--- src/rtl/network_mac_pkg.sv ---
// Shared defaults for the multiply-accumulate pipeline.
// Optional output saturation is selected by NETWORK_MAC_SAT_EN in the files that import this package.
package network_mac_pkg;

    localparam int DIN0_WIDTH_DEF  = 16;
    localparam int DIN1_WIDTH_DEF  = 14;
    localparam int DIN1_SIGNED_DEF = 0;
    localparam int ACC_WIDTH_DEF   = 40;
    localparam int DOUT_WIDTH_DEF  = 16;
    localparam int FRAC_SHIFT_DEF  = 8;

    // An unsigned B gains a zero sign bit, but the product still fits in DIN0+DIN1 bits.
    localparam int PROD_WIDTH_DEF  = DIN0_WIDTH_DEF + DIN1_WIDTH_DEF;

    function automatic int prod_width(input int w0, input int w1);
        return w0 + w1;
    endfunction

endpackage

--- src/rtl/network_mac_round_sat.sv ---
// Combinational round-half-up, shift and optional clamp of the accumulator.
// NETWORK_MAC_SAT_EN defined: clamp to the signed DOUT range and flag it.
// NETWORK_MAC_SAT_EN undefined: keep the low DOUT bits (wrap), flag tied low.
module network_mac_round_sat
    import network_mac_pkg::*;
#(
    parameter int ACC_WIDTH  = ACC_WIDTH_DEF,
    parameter int DOUT_WIDTH = DOUT_WIDTH_DEF,
    parameter int FRAC_SHIFT = FRAC_SHIFT_DEF
) (
    input  logic signed [ACC_WIDTH-1:0]  acc,
    output logic        [DOUT_WIDTH-1:0] dout,
    output logic                         sat
);

    // One extra bit so adding the rounding constant can never overflow.
    localparam int SW = ACC_WIDTH + 1;
    // Half an LSB of the output; collapses to zero when no shift is applied.
    localparam logic signed [SW-1:0] RND = SW'((SW'(1) << FRAC_SHIFT) >> 1);

    logic signed [SW-1:0] sum;
    logic signed [SW-1:0] shifted;

    // Round half up, then arithmetic shift down to the output scale.
    always_comb begin
        sum     = {acc[ACC_WIDTH-1], acc} + RND;
        shifted = sum >>> FRAC_SHIFT;
    end

`ifdef NETWORK_MAC_SAT_EN
    localparam logic signed [SW-1:0] MAX_V = SW'((SW'(1) << (DOUT_WIDTH - 1)) - SW'(1));
    localparam logic signed [SW-1:0] MIN_V = ~MAX_V;

    // Clamp to the representable signed output range.
    always_comb begin
        dout = shifted[DOUT_WIDTH-1:0];
        sat  = 1'b0;
        if (shifted > MAX_V) begin
            dout = MAX_V[DOUT_WIDTH-1:0];
            sat  = 1'b1;
        end else if (shifted < MIN_V) begin
            dout = MIN_V[DOUT_WIDTH-1:0];
            sat  = 1'b1;
        end
    end
`else
    logic unused_hi;
    assign unused_hi = ^shifted[SW-1:DOUT_WIDTH];

    // Wrap: keep only the low output bits.
    always_comb begin
        dout = shifted[DOUT_WIDTH-1:0];
        sat  = 1'b0;
    end
`endif

endmodule

--- src/rtl/network_mul_acc_pipe.sv ---
// Four-stage multiply-accumulate: S1 operand capture, S2 product,
// S3 accumulate, S4 round/saturate output. ce=0 freezes every stage.
// Output saturation is enabled by defining NETWORK_MAC_SAT_EN.
module network_mul_acc_pipe
    import network_mac_pkg::*;
#(
    parameter int DIN0_WIDTH  = DIN0_WIDTH_DEF,
    parameter int DIN1_WIDTH  = DIN1_WIDTH_DEF,
    parameter int DIN1_SIGNED = DIN1_SIGNED_DEF,
    parameter int ACC_WIDTH   = ACC_WIDTH_DEF,
    parameter int DOUT_WIDTH  = DOUT_WIDTH_DEF,
    parameter int FRAC_SHIFT  = FRAC_SHIFT_DEF
) (
    input  logic                  clk,
    input  logic                  reset,
    input  logic                  ce,
    input  logic                  in_valid,
    input  logic                  in_last,
    input  logic [DIN0_WIDTH-1:0] din0,
    input  logic [DIN1_WIDTH-1:0] din1,
    output logic                  out_valid,
    output logic [DOUT_WIDTH-1:0] dout,
    output logic                  sat_flag
);

    localparam int PW = prod_width(DIN0_WIDTH, DIN1_WIDTH);

    logic                         s1_valid_q, s1_valid_d;
    logic                         s1_last_q, s1_last_d;
    logic signed [DIN0_WIDTH-1:0] s1_a_q, s1_a_d;
    logic        [DIN1_WIDTH-1:0] s1_b_q, s1_b_d;
    logic                         s2_valid_q, s2_valid_d;
    logic                         s2_last_q, s2_last_d;
    logic signed [PW-1:0]         s2_prod_q, s2_prod_d;
    logic signed [ACC_WIDTH-1:0]  acc_q, acc_d;
    logic                         first_q, first_d;
    logic                         s3_done_q, s3_done_d;
    logic                         out_valid_q, out_valid_d;
    logic        [DOUT_WIDTH-1:0] dout_q, dout_d;
    logic                         sat_q, sat_d;

    logic signed [PW-1:0]         a_ext, b_ext;
    logic signed [ACC_WIDTH-1:0]  prod_ext;
    logic        [DOUT_WIDTH-1:0] rs_dout;
    logic                         rs_sat;

    network_mac_round_sat #(
        .ACC_WIDTH  (ACC_WIDTH),
        .DOUT_WIDTH (DOUT_WIDTH),
        .FRAC_SHIFT (FRAC_SHIFT)
    ) u_round_sat (
        .acc  (acc_q),
        .dout (rs_dout),
        .sat  (rs_sat)
    );

    // Next-state for every stage, assuming the pipeline is enabled.
    always_comb begin
        a_ext = PW'(s1_a_q);
        if (DIN1_SIGNED != 0) begin
            b_ext = PW'($signed(s1_b_q));
        end else begin
            b_ext = PW'($unsigned(s1_b_q));
        end
        prod_ext = ACC_WIDTH'(s2_prod_q);

        s1_valid_d = in_valid;
        s1_last_d  = in_valid & in_last;
        s1_a_d     = din0;
        s1_b_d     = din1;

        s2_valid_d = s1_valid_q;
        s2_last_d  = s1_last_q;
        s2_prod_d  = a_ext * b_ext;

        acc_d     = acc_q;
        first_d   = first_q;
        s3_done_d = s2_valid_q & s2_last_q;
        if (s2_valid_q) begin
            acc_d   = first_q ? prod_ext : acc_q + prod_ext;
            first_d = s2_last_q;
        end

        out_valid_d = s3_done_q;
        dout_d      = dout_q;
        sat_d       = sat_q;
        if (s3_done_q) begin
            dout_d = rs_dout;
            sat_d  = rs_sat;
        end
    end

    // Pipeline registers: reset wins over ce, ce=0 holds everything.
    always_ff @(posedge clk) begin
        if (reset) begin
            s1_valid_q  <= 1'b0;
            s1_last_q   <= 1'b0;
            s1_a_q      <= '0;
            s1_b_q      <= '0;
            s2_valid_q  <= 1'b0;
            s2_last_q   <= 1'b0;
            s2_prod_q   <= '0;
            acc_q       <= '0;
            first_q     <= 1'b1;
            s3_done_q   <= 1'b0;
            out_valid_q <= 1'b0;
            dout_q      <= '0;
            sat_q       <= 1'b0;
        end else if (ce) begin
            s1_valid_q  <= s1_valid_d;
            s1_last_q   <= s1_last_d;
            s1_a_q      <= s1_a_d;
            s1_b_q      <= s1_b_d;
            s2_valid_q  <= s2_valid_d;
            s2_last_q   <= s2_last_d;
            s2_prod_q   <= s2_prod_d;
            acc_q       <= acc_d;
            first_q     <= first_d;
            s3_done_q   <= s3_done_d;
            out_valid_q <= out_valid_d;
            dout_q      <= dout_d;
            sat_q       <= sat_d;
        end
    end

    assign out_valid = out_valid_q;
    assign dout      = dout_q;
    assign sat_flag  = sat_q;

endmodule

--- config.mk ---
export PLATFORM = sky130hd
export DESIGN_NAME = network_mul_acc_pipe
export DESIGN_NICKNAME = d
export VERILOG_FILES = /design/src/rtl/network_mac_pkg.sv /design/src/rtl/network_mac_round_sat.sv /design/src/rtl/network_mul_acc_pipe.sv
export SDC_FILE = /design/constraint.sdc
export NUM_CORES = 1
export LEC_CHECK = 0
export ABC_AREA = 1
export CAP_MARGIN = 5
export CORE_MARGIN = 1
export CORE_UTILIZATION = 50
export CTS_CLUSTER_SIZE = 24
export DETAILED_ROUTE_END_ITERATION = 8
export MAX_ROUTING_LAYER = met4
export PLACE_DENSITY_LB_ADDON = 0.25
export SLEW_MARGIN = 5
export SYNTH_ARGS = -nofsm -noshare
export SYNTH_HDL_FRONTEND = slang
export SYNTH_SLANG_ARGS = --single-unit
--- constraint.sdc ---
create_clock -name clk -period 6.9 [get_ports clk]
set_input_delay 2.07 -clock clk [delete_from_list [all_inputs] [get_ports clk]]
set_output_delay 2.07 -clock clk [all_outputs]
set_load 0.01 [all_outputs]
# Word level (Yosys, flattened, before mapping)
# Index checks and enable logic that the tools add are counted.
# word_totals
regBits	123
in_bits	35
# op_classes
multipliers	1
bitwise	2
n_mux	1
addsub	2
n_reduce_logical	2
# ops
op	n
$add 40x30->40	1
$mux 40	1
$mul 16x15->30	1
$add 24x9->24 const B	1
$reduce_and 2->1	2
$and 1x1->1	2

# Logic depth before layout (Yosys ltp)
# Gate-level depths: netlist of run 1.
# depth
depth_word	2
ltp_mapped	29
depth_no_buf	27

# By module
# Synthesis of run 1 repeated with hierarchy kept, for this count alone.
# hier_totals
hier_cells	2484
area_unflattened_um2	16955.0
# modules_own_cells
module	cells_each	seq_area_each_um2	area_each_um2	instances
network_mul_acc_pipe	2398	2482.4	16542.1	1
network_mac_round_sat	86	0.0	412.9	1

# Worst setup path before layout of run 1
# Ideal clock, no wire load.
# synth_path
path_type	reg2reg
from	reg s1_b_q[1]
to	reg s2_prod_q[23]
n_path_buf	2
required_ns	6.783
setup_slack_ns	1.309
synth_period_minus_slack_ns	5.591
setup_time_ns	0.117
stages_incl_launch_ff	24
t_arrival_ns	5.474
cell_sequence	dfxtp_1 > clkbuf_1 > clkbuf_1 > nand2_1 > fa_1 > inv_1 > fa_1 > inv_1 > fa_1 > fa_1 > inv_1 > fa_1 > inv_1 > fa_1 > inv_1 > ha_1 > nand2_1 > nor3_2 > nand4_1 > and3_1 > nand3_1 > nand2_1 > nor2_1 > nor2_1
# synth_between
elab_chain_len	1
# synth_rtl
item	line_no	source
start: declaration	network_mul_acc_pipe.sv:31	logic [DIN1_WIDTH-1:0] s1_b_q, s1_b_d;
start signal: assignment	network_mul_acc_pipe.sv:99	s1_b_q <= '0;
start signal: assignment	network_mul_acc_pipe.sv:113	s1_b_q <= s1_b_d;
$mul 16x15->30	network_mul_acc_pipe.sv:74	s2_prod_d = a_ext * b_ext;
end signal: assignment	network_mul_acc_pipe.sv:116	s2_prod_q <= s2_prod_d;
end: declaration	network_mul_acc_pipe.sv:34	logic signed [PW-1:0] s2_prod_q, s2_prod_d;
# Every way passes these cells.
# A chain may end at the register's enable or synchronous reset.

# Final worst setup path of run 1
# layout_path
from	reg s1_b_q[1]
to	reg s2_prod_q[22]
# The elaborated chain is that of the path after synthesis.

==> results.md, run 1 <==
* Post-synth EDFFs at 0
* Relative slew margins at ~45%
* CP max stage delay at around 0.73 ns
* H-tree Lvls at 3
* DRT antenna net count at 0
* Period utilisation layout at between 80 and 90%
* Starting DRC count in detailed routing at ~800
* Via/cell ratio at 5.181
* Fin Hold WS at roughly 0.46 ns
* Gpl congestion at slightly below 1
* Total core area at approximately 25,000 um^2
* Routed len/inst at approximately 16 um
* Hold depth at 2
* Final hold vios at 0
* Ys Warns at 0
* CP max FO at 17
* Worst skew pair latency at approximately 0.36 ns
* Postcts setup bufs at 0
* RSZ-0062 raised after global routing: false
* Tot GR Track Use at between 20% and 30%
* Antenna violations before repair at 0
* Post-layout total power at roughly 2.4 mW
* Mapped Area at approximately 13,000 um^2
* Worst EP required at between 7 and 8 ns
* Worst Path Buf+Inv at 5
* Diode count at 0
* GR Overflow Total at 0
* Final min period at between 6 and 7 ns
* Placed cell count at 2,169
* Clock Sinks at about 100
* Hold Path End: out_valid
* Final setup violation count at 0
* DR vias at 11,320
* R2R setup slack at 0.84 ns
* Pre-antenna DRT Iters at 6
* Final #Nets at around 2,100
* Fmax at about 0.17 GHz
* Worst reg2reg path depth at 19
* Worst-margin pin slew at slightly above 0.8 ns
* Vias in the first global route at about 11,000
* WP data arrival at 6.37 ns
* TritonCTS Buffers at 9
* I/O Pins at 53
* Critical Path End Type: flip-flop
* Post-DP HPWL at around 28 mm
* LEAKAGE at between 7 and 8 nW
* # rows at between 50 and 60
* Fin. max-slew vios at 0
* Max cap viols at 0
* CP delay by family, top: adder cells
* Skew final at ~0.0088 ns
* Die X-Extent at roughly 160 um
* Pwr/cell area at ~170 nW/um^2
* Hold crit path type: reg -> reg
* Reg2reg start: s1_b_q[1]
* First-pass GRT wire length at just under 60 mm
* Mean Syn Cell Area at 6.962 um^2
* Yosys reg bits at around 100
* Port-buffer cells at a little over 50
* Most common cell on crit path: fa_1
* Final core occ at about 55%
* CTS tree: yes
* Clk pin slew, worst setup/hold paths at 0.08 ns
* Routed WL at between 30 and 40 mm
* Min-delay src: out_valid
* Reg2Reg Capture Point: s2_prod_q[22]
* CP cell instances: nand2_1 -> fa_1 -> inv_1 -> fa_1 -> fa_1 -> fa_1 -> fa_1 -> inv_1 -> fa_1 -> inv_1 -> ha_1 -> inv_1 -> nor3_1 -> and2_1 -> nand4_1 -> a31o_1 -> nand3_1 -> nand2_1 -> inv_1
* Die Height at around 160 um
* Setup TNS at 0 ns
* Slowest library cell on the worst path: fa_1
* Status: finished clean
* Fin cells at about 2,200
* Post-CTS Resized at 0
* Largest vdd supply drop at around 120 uV
* Die footprint at around 26,000 um^2
* P&R area growth vs syn at 7.749%
* Cells after Synth at between 1,500 and 2,000
* Ys async rst share at 0%
* Clock buffer depth at 2
* CP startpoint kind: flip-flop
* DRC Markers at 0
* Fill cells at approximately 2,500
* Layout cells sized above 1 at about 2.6%
* Clock Tree Root: clkbuf_16
* Cell variety after synth at 45
* Register area share after synthesis at ~16%
* Largest net degree at the start of global routing at 56
* Synthesized net count at approximately 2,100
* Starting Density at about half
* # hold bufs at CTS at 0
* Worst Path Class, Setup: reg -> reg
* Synth Flop Type: dfxtp_1
==> per-stage QoR <==
step                      instance area (um^2)  setup WS, ns
after detailed placement                 13590        0.8452
after CTS                                13880        0.8198
final                                    13880        0.8400
after global routing                     13880        0.4616
after floorplan                          12890         1.309
after global placement                   13590        0.8638
==> state kept, by name, indices dropped and copies added, names as in the netlist <==
signal,cells
acc_q,24
dout,16
s1_last_q,1
s1_valid_q,1
out_valid,1
first_q,1
s2_last_q,1
s2_prod_q,24
out_valid_d,1
s1_b_q,14
s1_a_q,16
s2_valid_q,1
==> kinds of logic after synthesis <==
logic type               Yosys count  share of synthesized area, %
AND/OR/NAND/NOR                  688                         21.93
flip-flops                       101                         15.69
XOR/XNOR                          35                         2.379
buffers and inverters            526                         15.47
AO/OA/AOI/OAI                    247                         10.09
other                              1                       0.02910
adder cells (fa/ha/maj)          253                         34.41
==> area by class of cell <==
cell class	count	area, um^2	share of cell area (%)
multi-input cells	1224	8871	63.89
well taps	330	412.9	2.974
flip-flops and latches	101	2022	14.56
clock inverters	5	58.81	0.4235
clock buffers	11	232.7	1.676
inverters	450	1689	12.17
repair buffers	64	598.1	4.307
==> layout by cell type, fill, tap and decap left out, types with 4 or more instances in the layout <==
master           count
nand2_1            411
xnor2_1             10
ha_1                84
clkbuf_16            9
nand4_1             15
nand3_1             64
buf_4               13
dfxtp_1            101
o21ai_0             97
inv_1              448
o211ai_1             7
a21oi_1            115
a21o_1               6
nor3_1               6
nand3_2              4
clkdlybuf4s50_1     49
xor2_1              25
nand3b_1             4
o21ai_1             12
fa_1               169
nor2_1             164
==> report_power, final <==
group	internal (mW)	total (mW)	switching, mW	leakage (nW)
clock network	0.284	0.554	0.270	0.136
registers	0.627	0.717	0.0901	0.829
logic	0.407	1.10	0.692	6.83
total	1.32	2.37	1.05	7.80
==> synth_stat cells (15+ instances only) <==
| library cell | instances | share of area, % |
|---|---|---|
| inv_1 | 449 | 13 |
| nand2_1 | 411 | 12 |
| fa_1 | 169 | 26 |
| nor2_1 | 164 | 4.8 |
| a21oi_1 | 115 | 4.5 |
| dfxtp_1 | 101 | 16 |
| o21ai_0 | 97 | 3.8 |
| ha_1 | 84 | 8.2 |
| clkbuf_1 | 65 | 1.9 |
| nand3_1 | 64 | 2.5 |
| xor2_1 | 25 | 1.7 |
| nand4_1 | 15 | 0.73 |
==> worst max-delay path by stage <==
stage,startpoint,end,slack [ns],depth (start not counted)
after floorplan,s1_b_q[1],s2_prod_q[23],1.31,23
after global placement,s1_b_q[1],s2_prod_q[22],0.86,19
after detailed placement,s1_b_q[1],s2_prod_q[22],0.85,19
after CTS,s1_b_q[1],s2_prod_q[22],0.82,19
after global routing,s1_b_q[1],s2_prod_q[22],0.46,19
final,s1_b_q[1],s2_prod_q[22],0.84,19
==> routing by layer <==
layer | up-vias | wire length, um | track usage, %
met2 | 360 | 16500 | 47.16
met5 | - | 0 | -
met3 | 52 | 2207 | 3.285
li1 | 5525 | - | -
met1 | 5383 | 15460 | 38.09
met4 | 0 | 957 | 8.836
==> worst reg2reg max path: cells and delay by family (launching register included) <==
family	cells	cell delay, ns
AND/OR/NAND/NOR	6	0.99
AO/OA/AOI/OAI	1	0.26
buffers and inverters	5	0.39
adder cells (fa/ha/maj)	7	3.64
flip-flops	1	0.71
(Power assumes the default switching activity.)
==> run 2, diff against run 1 <==
--- a/config.mk
+++ b/config.mk
@@ -7,8 +7,9 @@
 export LEC_CHECK = 0
 export ABC_AREA = 1
 export CAP_MARGIN = 5
+export CORE_ASPECT_RATIO = 0.6
 export CORE_MARGIN = 1
-export CORE_UTILIZATION = 50
+export CORE_UTILIZATION = 35
 export CTS_CLUSTER_SIZE = 24
 export DETAILED_ROUTE_END_ITERATION = 8
 export MAX_ROUTING_LAYER = met4
==> run 2 against run 1 <==
Maximum frequency is 5.6% lower. Largest cell class unchanged. Final area up 1.9%. Via count is 1.2% higher. Flip-flop and latch count did not move. Register-to-register slack worse by 0.36 ns. Setup slack worse by 0.36 ns.
==> results.md, run 2 (same netlist as run 1, synthesis figures left out) <==
* Biggest regs: acc_q x24, s2_prod_q x24
* I/O Pins at 53 (unchanged)
* Hold Path End: out_valid
* Reg2Reg Capture Point: s2_prod_q[22]
* Via/cell ratio at 4.900 (-5.4%)
* # hold bufs at CTS at 0 (unchanged)
* Routed len/inst at 16.99 um (+5.7%)
* Fin. max-slew vios at 0 (unchanged)
* Vias in the first global route at 10,870 (-2.8%)
* DR WL met3 at 3.996 mm (+81%)
* TritonCTS Buffers at 9 (unchanged)
* Worst skew pair latency at 0.38 ns (+0.02 ns)
* DR vias at 11,450 (+1.2%)
* Most frequent cells in the layout: inv_1 (448), nand2_1 (411), fa_1 (169), nor2_1 (164), a21oi_1 (115)
* Max cap viols at 0 (unchanged)
* Post-DP HPWL at 32.26 mm (+14%)
* GR Overflow Total at 0 (unchanged)
* WP data arrival at 6.74 ns (+0.37 ns)
* Final core occ at 38.98% (-16 points)
* P&R area growth vs syn at 9.748%
* Die X-Extent at 249.7 um (+54%)
* First-pass GRT wire length at 62.82 mm (+9.0%)
* Post-CTS Resized at 0 (unchanged)
* Relative slew margins at 23.02% (-22 points)
* RSZ-0062 raised after global routing: false
* Worst reg2reg path depth at 19 (unchanged)
* Diode count at 0 (unchanged)
* Tot GR Track Use at 22.64% (-6.4 points)
* CTS tree: yes
* Skew final at 0.01341 ns (+0.004601 ns)
* Pwr/cell area at 170.2 nW/um^2 (-0.27%)
* Metal1 wirelength at 21.32 mm (+38%)
* Fmax at 0.1558 GHz (-5.6%)
* Die footprint at 37,610 um^2 (+42%)
* Layout cells sized above 1 at 3.009% (+0.37 points)
* Clock Sinks at 101 (unchanged)
* Routed WL at 39.71 mm (+13%)
* Reg2reg start: s1_b_q[4]
* Hold crit path type: reg -> reg
* CP max FO at 17 (unchanged)
* Top routing layer in use: met4
* R2R setup slack at 0.48 ns (-0.36 ns)
* Worst Path Class, Setup: reg -> reg
* Starting DRC count in detailed routing at 1,129 (+38%)
* Status: finished clean
* Worst EP required at 7.23 ns (+0.02 ns)
* Min-delay src: out_valid
* Final setup violation count at 0 (unchanged)
* Hold depth at 2 (unchanged)
* CP startpoint kind: flip-flop
* Worst-margin pin slew at 1.153 ns (+0.3355 ns)
* DRC Markers at 0 (unchanged)
* Clk pin slew, worst setup/hold paths at 0.07 ns (about the same)
* Antenna violations before repair at 1 (+1)
* Postcts setup bufs at 0 (unchanged)
* Most common cell after layout, fill and taps aside: inv_1
* Final hold vios at 0 (unchanged)
* Met2 wire length at 13.99 mm (-15%)
* CP startpoint: s1_b_q[4]
* H-tree Lvls at 3 (unchanged)
* Gpl congestion at 0.9445 (-3.3%)
* Final #Nets at 2,145 (+0.33%)
* Die Height at 150.6 um (-7.3%)
* Clock Tree Root: clkbuf_16
* LEAKAGE at 7.848 nW (+0.62%)
* DRT antenna net count at 0 (unchanged)
* Clock buffer depth at 2 (unchanged)
* Largest vdd supply drop at 135.8 uV (+10%)
* Pre-antenna DRT Iters at 5 (-1)
* # rows at 54 (-6.9%)
* Final min period at 6.418 ns (+0.3579 ns)
* Period utilisation layout at 93.01% (+5.2 points)
* Largest net degree at the start of global routing at 66 (+18%)
* Setup TNS at 0 ns (unchanged)
* Total core area at 36,280 um^2 (+44%)
* Critical Path End Type: flip-flop
* Port-buffer cells at 51 (unchanged)
* Starting Density at 35.52% (-16 points)
==> run 2: report_power, final <==
group          switching [mW]  total [mW]  leakage, nW  internal [mW]
sequential             0.0833       0.710        0.829          0.627
clock                   0.252       0.571        0.149          0.318
combinational           0.717        1.13         6.87          0.409
total                    1.05        2.41         7.85           1.35
==> run 2: worst max-delay path by stage <==
stage | depth (start not counted) | slack, ns | to
2_1_floorplan | 23 | 1.31 | s2_prod_q[23]
3_3_place_gp | 19 | 0.42 | s2_prod_q[22]
3_5_place_dp | 19 | 0.58 | s2_prod_q[22]
4_1_cts | 19 | 0.55 | s2_prod_q[22]
5_1_grt | 19 | 0.27 | s2_prod_q[22]
6_report | 19 | 0.48 | s2_prod_q[22]
==> run 2: layout make-up <==
cell class / instances / area (um^2)
multi-input combinational: 1224 / 8871
clock buffer: 10 / 229.0
sequential: 101 / 2022
fill: 3784 / 22140
clock inverter: 5 / 85.08
inverter: 450 / 1689
timing repair buffer: 71 / 650.6
tap: 476 / 595.6
==> run 2: worst max-delay path, stage by stage (launching register included) <==
cell     delay (ns)
dfxtp_1        0.83
nand2_1        0.21
fa_1           0.53
inv_1          0.08
fa_1           0.65
inv_1          0.13
fa_1           0.53
fa_1           0.44
fa_1           0.54
fa_1           0.55
inv_1          0.04
ha_1           0.36
inv_1          0.11
nor3_1         0.39
and2_1         0.23
nand4_1        0.21
a31o_1         0.29
nand3_1        0.11
nand2_1        0.07
inv_1          0.05
==> run 2: metrics by stage <==
stage / cells / cell area (um^2) / setup WS, ns / total power, mW / hold WS, ns
6_report: 2337 / 14140 / 0.4821 / 2.407 / 0.4645
5_1_grt: 2337 / 14140 / 0.2678 / 2.628 / 0.4920
4_1_cts: 2337 / 14140 / 0.5549 / 2.420 / 0.4708
3_5_place_dp: 2322 / 13830 / 0.5831 / 1.844 / 0.4597
3_3_place_gp: 2322 / 13830 / 0.4219 / 1.848 / 0.4527
2_1_floorplan: 1851 / 12890 / 1.309 / 1.519 / 0.4413
==> run 2: per-layer routing <==
layer | track usage [%] | up-vias
met5 | - | -
met3 | 5.705 | 30
met2 | 28.06 | 443
met4 | 3.951 | 0
met1 | 35.61 | 5443
li1 | - | 5535
